===== config.mk =====
export PLATFORM = sky130hd
export DESIGN_NAME = load_align_extend
export DESIGN_NICKNAME = d
export VERILOG_FILES = /design/src/rtl/load_align_extend.sv
export SDC_FILE = /design/constraint.sdc
export NUM_CORES = 1
export LEC_CHECK = 0
export CORE_MARGIN = 1.5
export CORE_UTILIZATION = 28
export DETAILED_ROUTE_END_ITERATION = 10
export PLACE_DENSITY = 0.53
export REMOVE_ABC_BUFFERS = 1
export SYNTH_ARGS = -nofsm -noshare
export SYNTH_HDL_FRONTEND = slang
export SYNTH_SLANG_ARGS = --single-unit

===== constraint.sdc =====
create_clock -name clk -period 2.1 [get_ports clk]
set_input_delay 0.42 -clock clk [delete_from_list [all_inputs] [get_ports clk]]
set_output_delay 0.42 -clock clk [all_outputs]
set_load 0.05 [all_outputs]

===== src/rtl/load_align_extend.sv =====
// load_align_extend
//   Registered load-data aligner between the data-memory read port and
//   register-file write-back. Extracts the addressed byte/halfword/word/
//   doubleword, sign- or zero-extends it to DATA_W, and flags misaligned or
//   illegal accesses. A one-entry skid buffer behind the output register
//   gives one cycle of latency at full throughput. in_ready is driven only
//   from registered state and reset, never from out_ready.
//
// Ports
//   clk, reset              rising-edge clock, synchronous active-high reset
//   in_valid/in_ready       request handshake
//   in_data [DATA_W]        raw memory word
//   in_offset [OFF_W]       byte offset of the access (byte 0 = bits [7:0])
//   in_size [2]             0 byte, 1 half, 2 word, 3 double (DATA_W=64 only)
//   in_signed               1 sign-extend, 0 zero-extend
//   out_valid/out_ready     result handshake
//   out_data [DATA_W]       aligned, extended result (0 on error)
//   out_err                 misaligned or illegal access
//
// Occupancy FSM
//   state | meaning
//   EMPTY | no result held
//   ONE   | output register holds a result
//   FULL  | output register and skid register both hold results
module load_align_extend #(
  parameter int DATA_W = 32,
  parameter int OFF_W  = $clog2(DATA_W/8)
) (
  input  logic              clk,
  input  logic              reset,
  input  logic              in_valid,
  output logic              in_ready,
  input  logic [DATA_W-1:0] in_data,
  input  logic [OFF_W-1:0]  in_offset,
  input  logic [1:0]        in_size,
  input  logic              in_signed,
  output logic              out_valid,
  input  logic              out_ready,
  output logic [DATA_W-1:0] out_data,
  output logic              out_err
);

  // Bit 0 marks the output register occupied, bit 1 the skid register, so
  // out_valid and skid_valid are straight flop outputs.
  typedef enum logic [1:0] {
    EMPTY = 2'b00,
    ONE   = 2'b01,
    FULL  = 2'b11
  } occ_e;

  occ_e              state_q, state_d;
  logic [DATA_W-1:0] out_data_q, out_data_d;
  logic              out_err_q, out_err_d;
  logic [DATA_W-1:0] skid_data_q, skid_data_d;
  logic              skid_err_q, skid_err_d;

  logic              skid_valid;
  logic              accept, drain;
  logic [DATA_W-1:0] shifted, ext, res_data;
  logic              misalign, illegal, res_err;

  assign out_valid  = state_q[0];
  assign skid_valid = state_q[1];
  assign in_ready   = ~skid_valid & ~reset;
  assign out_data   = out_data_q;
  assign out_err    = out_err_q;

  assign accept = in_valid & in_ready;
  assign drain  = out_valid & out_ready;

  // Alignment and extension of the incoming request.
  always_comb begin
    shifted  = in_data >> {in_offset, 3'b000};
    ext      = shifted;
    misalign = 1'b0;
    case (in_size)
      2'd0: begin
        misalign = 1'b0;
        ext = in_signed ? DATA_W'($signed(shifted[7:0])) : DATA_W'(shifted[7:0]);
      end
      2'd1: begin
        misalign = in_offset[0];
        ext = in_signed ? DATA_W'($signed(shifted[15:0])) : DATA_W'(shifted[15:0]);
      end
      2'd2: begin
        misalign = |in_offset[1:0];
        ext = in_signed ? DATA_W'($signed(shifted[31:0])) : DATA_W'(shifted[31:0]);
      end
      default: begin
        misalign = |in_offset;
        ext      = shifted;
      end
    endcase
    illegal  = (in_size == 2'd3) && (DATA_W < 64);
    res_err  = misalign | illegal;
    res_data = res_err ? '0 : ext;
  end

  always_comb begin
    state_d     = state_q;
    out_data_d  = out_data_q;
    out_err_d   = out_err_q;
    skid_data_d = skid_data_q;
    skid_err_d  = skid_err_q;
    case (state_q)
      EMPTY: begin
        if (accept) begin
          out_data_d = res_data;
          out_err_d  = res_err;
          state_d    = ONE;
        end
      end
      ONE: begin
        if (accept && drain) begin
          out_data_d = res_data;
          out_err_d  = res_err;
        end else if (accept) begin
          skid_data_d = res_data;
          skid_err_d  = res_err;
          state_d     = FULL;
        end else if (drain) begin
          state_d = EMPTY;
        end
      end
      FULL: begin
        // in_ready is low here, so no accept can coincide with this drain.
        if (drain) begin
          out_data_d = skid_data_q;
          out_err_d  = skid_err_q;
          state_d    = ONE;
        end
      end
      default: state_d = EMPTY;
    endcase
  end

  always_ff @(posedge clk) begin
    if (reset) begin
      state_q     <= EMPTY;
      out_data_q  <= '0;
      out_err_q   <= 1'b0;
      skid_data_q <= '0;
      skid_err_q  <= 1'b0;
    end else begin
      state_q     <= state_d;
      out_data_q  <= out_data_d;
      out_err_q   <= out_err_d;
      skid_data_q <= skid_data_d;
      skid_err_q  <= skid_err_d;
    end
  end

endmodule


# Yosys cells after proc, flatten, opt, wreduce, memory -nomap -nowiden
# Cells that the tools add are included.
# Widths: inputs -> output; s select.
[totals]
register_bits = 68
latchBits = 0
ram_bits = 0
rom_bits = 0
input_bits = 41
output_inout_bits = 35
word_cells = 49
n_memories = 0
[classes]
add_sub_neg = 0
multipliers = 0
n_div = 0
order_cmp = 0
n_eq_ne = 9
shifts = 1
n_mux = 19
bitwise_logic = 7
reduce_logical = 8
[ops]
columns = ["op", "n"]
rows = [
  ["$mux 32", 6],
  ["$pmux 32 s3", 1],
  ["$pmux 32 s2", 1],
  ["$shr 32x5->32", 1],
  ["$mux 2", 5],
  ["$ne 2x2->1 const B", 4],
  ["$reduce_and 4->1", 2],
  ["$pmux 2 s3", 1],
  ["$eq 2x1->1 const B", 2],
  ["$eq 2x2->1 const B", 2],
  ["$logic_not 2->1", 2],
  ["$and 1x1->1", 3],
  ["$mux 1", 3],
  ["$ne 3x3->1 const B", 1],
  ["$not 1->1", 3],
  ["$pmux 1 s3", 1],
  ["$reduce_and 3->1", 1],
  ["$reduce_bool 3->1", 1],
  ["$pmux 1 s2", 1],
  ["$reduce_or 2->1", 1],
  ["$logic_and 1x1->1", 1],
  ["$or 1x1->1", 1],
]

# Depth between registers and ports, before layout
# Gate-level depths: netlist of run 1.
[depth]
depth_word = 6
ltp_mapped = 7
depth_no_buf = 6

# Worst setup path before layout of run 1
# No wires, ideal clock.
[synth_timing]
path_kind = "reg-to-reg"
start = "register state_q[0]"
end = "register skid_data_q[24]"
setup_time_ps = 59
t_arrival_ps = 2283
t_required_ps = 2041
setup_slack_ps = -242
path_stages_with_launch = 7
path_buffers = 1
synth_period_minus_slack_ps = 2342
cell_sequence = "dfxtp_1 > ha_1 > a21bo_2 > nor4_4 > o31a_4 > buf_8 > a22o_1"
[synth_via]
elab_chain_cells = 4
elab_cells_between_ends = 5
cone_classes = "eq/ne: 1; bitwise: 2; reduce/logical: 2"
[synth_rtl]
columns = ["item", "line", "rtl"]
rows = [
  ["from (decl)", "51", "occ_e state_q, state_d;"],
  ["from (signal assigned)", "145", "state_q <= state_d;"],
  ["$and 1x1->1", "69", "assign drain = out_valid & out_ready;"],
  ["$logic_and 1x1->1", "114", "if (accept && drain) begin"],
  ["$not 1->1 (no source line)", "--", ""],
  ["$reduce_and 3->1 (no source line) *", "--", ""],
  ["to (signal assigned)", "148", "skid_data_q <= skid_data_d;"],
  ["to (decl)", "54", "logic [DATA_W-1:0] skid_data_q, skid_data_d;"],
]
# Every way passes the cells marked *; elsewhere a longest branch is shown, timed or not.
# A chain may end at the register's enable or synchronous reset.

# Worst setup path after layout of run 1
[layout_timing]
start = "input in_valid"
end = "register out_err_q, in the netlist out_err"
[layout_via]
elab_chain_cells = 4
elab_cells_between_ends = 5
cone_classes = "eq/ne: 2; bitwise: 1; reduce/logical: 2"
[layout_rtl]
columns = ["item", "line", "rtl"]
rows = [
  ["from (decl)", "31", "input logic in_valid,"],
  ["$and 1x1->1 *", "68", "assign accept = in_valid & in_ready;"],
  ["$logic_and 1x1->1", "114", ""],
  ["$ne 2x2->1 (no source line)", "--", ""],
  ["$reduce_and 4->1 (no source line) *", "--", ""],
  ["to (signal assigned)", "147", "out_err_q <= out_err_d;"],
  ["to (decl)", "53", "logic out_err_q, out_err_d;"],
]
# Marks and branches as above.

==> results of run 1 <==
flip-flops by register name, summed over array words and instances (netlist names):
register and cells:
skid_data_q 32, out_data 32, skid_err_q 1, out_err 1, state_q 2
cells by family (layout without fill, tap and decap cells):
| kind of cell | count (synthesis) | in the layout |
|---|---|---|
| compound gates | 196 | 196 |
| xor+xnor | 1 | 1 |
| fa+ha+maj | 4 | 4 |
| buf+inv | 58 | 156 |
| flops | 68 | 68 |
| mux | 41 | 41 |
| simple gates | 46 | 46 |
synthesized netlist by cell type (2+ instances only):
| library cell | instances | area share, % |
|---|---|---|
| buf_1 | 2 | 0.20 |
| o211ai_1 | 25 | 4.9 |
| a211oi_1 | 17 | 3.3 |
| nand3b_1 | 11 | 2.2 |
| a21oi_1 | 35 | 4.6 |
| nor2_1 | 18 | 1.8 |
| a311oi_1 | 16 | 3.7 |
| o31ai_1 | 8 | 1.6 |
| a32oi_1 | 24 | 5.5 |
| nand2_1 | 4 | 0.39 |
| or3b_1 | 2 | 0.46 |
| nor3_1 | 2 | 0.26 |
| o22ai_2 | 2 | 0.66 |
| buf_2 | 18 | 2.4 |
| inv_1 | 10 | 0.98 |
| ha_1 | 4 | 1.3 |
| a22o_1 | 16 | 3.7 |
| dfxtp_1 | 68 | 36 |
| o21a_1 | 2 | 0.39 |
| o2bb2ai_1 | 8 | 1.8 |
| clkbuf_1 | 26 | 2.6 |
| mux2i_1 | 39 | 10 |
| o21ai_0 | 19 | 2.5 |
| a22oi_1 | 17 | 3.3 |
metrics by stage:
| stage | utilization [%] | total power [mW] | cells | cell area (µm²) |
|---|---|---|---|---|
| floorplan | - | 3.03 | 366 | 3590 |
| global placement | 38.0 | 3.99 | 672 | 5030 |
| detailed placement | 38.0 | 4.01 | 672 | 5030 |
| CTS | 40.1 | 5.51 | 688 | 5320 |
| global route | 40.1 | 5.73 | 688 | 5320 |
| finish | 40.1 | 5.46 | 688 | 5320 |
routing by layer:
layer,up-vias,share of wire [%],global-route usage (%)
met3,15,5.7,4.13
li1,1838,-,-
met4,0,1.6,5.65
met2,138,46,29.0
met1,1874,47,24.8
met5,-,0,0
worst max-delay path by stage:
stage / from / to / slack [ns] / cells past startpoint
after floorplan: state_q[0] / out_data[28] / -1.37 / 4
after global placement: in_valid / skid_data_q[29] / -0.21 / 6
after detailed placement: in_valid / out_err / -0.25 / 5
after CTS: in_valid / out_err / 0.08 / 5
after global routing: in_valid / skid_data_q[21] / 0.02 / 6
final: in_valid / out_err / 0.06 / 5
layout make-up:
cell class | instances | area (µm²)
clock buffer | 11 | 233
multi-input combinational | 288 | 2200
clock inverter | 5 | 52.6
fill | 1369 | 7930
inverter | 10 | 37.5
tap | 176 | 220
timing repair buffer | 130 | 1210
sequential | 68 | 1360
critical path: stages:
cell             delay, ns
clkdlybuf4s50_1       0.47
or3b_1                0.41
a22o_1                0.30
or4_1                 0.51
a21oi_1               0.18
where the power goes:
group	switching (mW)	total (mW)	internal, mW
registers	0.119	1.62	1.50
clock network	0.572	1.48	0.913
logic	1.48	2.36	0.872
total	2.18	5.46	3.29
==> results.yml, run 1 <==
critical_path:
  r2r_setup_slack_ns: 0.18
  r2r_end: "skid_data_q[24]"
  reg2reg_from: "state_q[1]"
  arrival_ns: 2.29
  end_kind: "flip-flop"
  crit_required_ns: 2.36
  cp_max_fo: 4
  reg2reg_depth: 6
  startpoint_type: "input pin"
  path_class: "input pin to flip-flop"
grt:
  grt_max_degree: 33
  grt_pass1_vias: 3801
  grt_usage_pct: 18.3
  grt_overflow: 0
  antenna_found_initial: 0
  grt_pass1_wl_um: 20500
synth:
  synth_top_family_by_area: "compound AO/OA/AOI/OAI gates"
  synth_mux_area_share_pct: 10.9
  ys_types: 45
  synth_area_um2: 3810
  ys_warn_count: 0
  synthAdderAreaFrac_pct: 1.31
  seq_area_frac_synth_pct: 35.7
  synth-xor-area-share_pct: 0.230
  synth_ff_type: "dfxtp_1"
  async_reset_ff_share_pct: 0
  synth_edf_count: 0
  synth-simple-area-share_pct: 7.22
  synth_compound_area_share_pct: 37.8
  ys_ff_latch: 68
  syn_inst: 414
  syn_area_per_cell_um2: 9.21
clock_network:
  cts.sinks: 68
  cts_hold_buffers: 0
  ctsResizeCount: 0
  numCtsBuffers: 9
  htreeDepth: 3
  clkTransAtPathRegs_ns: 0.05
  clock_path_buffers: 2
  cts_root_buf: "clkbuf_16"
  cts_setup_buffers: 0
  clk_latency_ns: 0.34
  cts_tree: "built"
timing:
  worst_pin_slew_ns: 0.509
  max_freq_mhz: 491
  whs_ns: 0.463
  rsz0062_at_grt: "false"
  setup_viol: 0
  fin_crit_ns: 2.04
  relSlewSlack_pct: 66.0
  fin_tns_setup_ns: 0
  skew_ns: 0.00607
  layout_setup_ws_ns: 0.0644
  hold_violations: 0
  slew_violations: 0
  min_period_over_period_pct: 96.9
placement:
  io_buffers: 75
  dp_hpwl_um: 9060
  dp_slack_ns: -0.247
  gp_congestion: 0.824
status:
  status: "finished clean"
floorplanning:
  dieArea_um2: 14300
  fp.dieH_um: 120
  initial_utilization_pct: 28.8
  die_x_um: 120
  core_area_um2: 13200
  rows: 42
  pin_count: 76
pwr:
  vdd_drop_max_mv: 0.587
  powerDensity_nw_per_um2: 1030
  p_leak_nw: 1.94
hold_path:
  hold_path_end: "skid_data_q[8]"
  hold_start: "skid_data_q[8]"
  holdCritPathClass: "flip-flop to flip-flop"
  whs_path_depth: 1
detailed_routing:
  postRouteAntennaNets: 0
  vias_per_cell: 5.62
  drt-initial-drc-count: 227
  route.vias.total: 3865
  drt_wl_total_um: 12900
  route.detailed.drc: 0
  drtPass1Iterations: 5
  post_drt_wl_per_cell_um: 18.8
layout:
  mostFrequentLayoutCell: "clkdlybuf4s50_1"
  syn_to_final_growth_pct: 39.4
  num_antenna_cells: 0
  final_cell_mix: "clkdlybuf4s50_1, dfxtp_1, buf_4"
  final_nets: 552
  drive_above_1_share_pct: 17.0
job:
  drv_cap: 0
No activity file was read; power rests on OpenSTA's default activity.
==> inputs of run 2 (changes only) <==
- HOLD_SLACK_MARGIN: default -> 0.05
==> results of run 2 <==
No change in the layout: final DEF, timing and power equal those of run 1.
==> inputs of run 3 (changes only) <==
- CORE_UTILIZATION: 28 -> 52
- PLACE_DENSITY: 0.53 -> 0.84
==> results.yml, run 3 (synthesis results as in run 1) <==
pwr:
  switching_share_pct: 40.3
  seq_power_share_pct: 30.0
  combPwrFrac_pct: 45.0
  p_leak_nw: 1.93
  vdd_drop_max_mv: 0.807
  netSwitchingPower_mw: 2.18
  powerDensity_nw_per_um2: 1040
  p_int_mw: 3.24
  p_clk_share_pct: 25.1
detailed_routing:
  drt_wl_total_um: 12300
  drt-initial-drc-count: 355
  postRouteAntennaNets: 0
  route.detailed.drc: 0
  route.vias.total: 4054
  drtPass1Iterations: 7
  post_drt_wl_per_cell_um: 20.1
  vias_per_cell: 6.66
layout:
  final_cell_mix: "clkdlybuf4s50_1, dfxtp_1, buf_4"
  mostFrequentLayoutCell: "clkdlybuf4s50_1"
  final_core_util_pct: 72.7
  num_antenna_cells: 0
  final_nets: 550
  fillCellCount: 526
  syn_to_final_growth_pct: 36.9
  drive_above_1_share_pct: 17.1
floorplanning:
  dieArea_um2: 7850
  die_x_um: 88.6
  pin_count: 76
  core_area_um2: 7180
  initial_utilization_pct: 53.1
  fp.dieH_um: 88.6
  rows: 31
timing:
  min_period_over_period_pct: 98.7
  skew_ns: 0.0114
  hold_violations: 0
  setup_viol: 0
  layout_setup_ws_ns: 0.0270
  max_freq_mhz: 482
  slew_violations: 0
  worst_pin_slew_ns: 0.500
  fin_crit_ns: 2.07
  relSlewSlack_pct: 66.5
clock_network:
  cts.sinks: 68
  htreeDepth: 3
  clkTransAtPathRegs_ns: 0.08
  clk_latency_ns: 0.36
  cts_tree: "built"
  cts_hold_buffers: 0
  numCtsBuffers: 9
  cts_root_buf: "clkbuf_8"
  clock_path_buffers: 2
critical_path:
  cp_max_fo: 12
  path_class: "input pin to flip-flop"
  r2r_setup_slack_ns: 0.15
  crit_required_ns: 2.36
  reg2reg_from: "state_q[1]"
  end_kind: "flip-flop"
  r2r_end: "skid_data_q[18]"
  arrival_ns: 2.33
  startpoint_type: "input pin"
  reg2reg_depth: 6
placement:
  io_buffers: 75
  dp_hpwl_um: 8040
  dp_slack_ns: -0.346
  gp_congestion: 0.938
grt:
  grt_overflow: 0
  grt_usage_pct: 30.9
  grt_max_degree: 33
  grt_pass1_vias: 3832
  antenna_found_initial: 0
  grt_pass1_wl_um: 18700
job:
  drv_cap: 0
hold_path:
  whs_path_depth: 1
  hold_path_end: "skid_data_q[9]"
  hold_start: "skid_data_q[9]"
  holdCritPathClass: "flip-flop to flip-flop"
status:
  status: "finished clean"
## run 3: cell types whose count changed in the layout (fill, tap and decap cells not counted), moves of 2 or more
cell       before  now
clkbuf_8        0   10
clkbuf_16       9    1
buf_4          52   46
buf_6           0    2
bufinv_16       1    3
clkbuf_1        2    0
clkinv_2        3    1
## run 3: through the flow
step           power (mW)  instances  TNS, ns  cell area [µm²]  hold WS (ns)
5_1_grt              5.62        609  -0.0153             5220         0.490
3_5_place_dp         3.96        590   -15.09             4900         0.450
6_report             5.42        609        0             5220         0.470
4_1_cts              5.30        606        0             5150         0.472
2_1_floorplan        3.03        366   -47.63             3590         0.433
3_3_place_gp         3.91        590   -12.57             4900         0.445
## run 3: layout make-up
type                    count  area (µm²)  area share, %
clock buffers              10         138           2.64
clock inverters             6         111           2.13
inverters                  10        37.5          0.719
multi-input cells         288        2220           42.5
flip-flops and latches     68        1360           26.1
well taps                  99         124           2.37
repair buffers            128        1230           23.5
## run 3: how the worst max path moves through the flow
| stage | cells after the start | startpoint | slack [ns] | endpoint |
|---|---|---|---|---|
| 6_report | 8 | reset | 0.03 | out_data[31] |
| 5_1_grt | 8 | reset | -0.007 | out_data[17] |
| 4_1_cts | 7 | reset | 0.01 | out_data[18] |
| 3_5_place_dp | 6 | in_signed | -0.35 | out_data[18] |
| 3_3_place_gp | 6 | in_signed | -0.28 | out_data[20] |
| 2_1_floorplan | 4 | state_q[0] | -1.37 | out_data[28] |
## run 3: what timing repair did
action	CTS	global route
resized for setup	1	5
endpoints found under the setup margin	1	16
pin swaps	0	2
cloned	0	1
setup buffers	0	2
## run 3: power groups by stage
| stage | Clock, mW | Sequential [mW] | Combinational, mW |
|---|---|---|---|
| after floorplan | 0 | 2.30 | 0.731 |
| after global placement | 0 | 1.64 | 2.27 |
| after detailed placement | 0 | 1.65 | 2.31 |
| after CTS | 1.35 | 1.62 | 2.33 |
| after global routing | 1.42 | 1.64 | 2.56 |
| final | 1.36 | 1.62 | 2.44 |
## run 3: critical path: stages
cell             delay (ns)
clkdlybuf4s50_1        0.48
or3b_1                 0.40
buf_4                  0.17
a22oi_2                0.18
buf_4                  0.14
buf_6                  0.15
a21oi_1                0.11
a311oi_2               0.28
## run 3: layer usage
metal  part of all wire, %  GRT usage (%)  vias to the layer above  wire (µm)
met1                    42           39.7                     1964       5210
met5                     0              0                        -          0
li1                      -              -                     1831          -
met2                    47           50.1                      231       5780
met4                   2.3           13.4                        0        284
met3                   8.1           6.72                       28        988
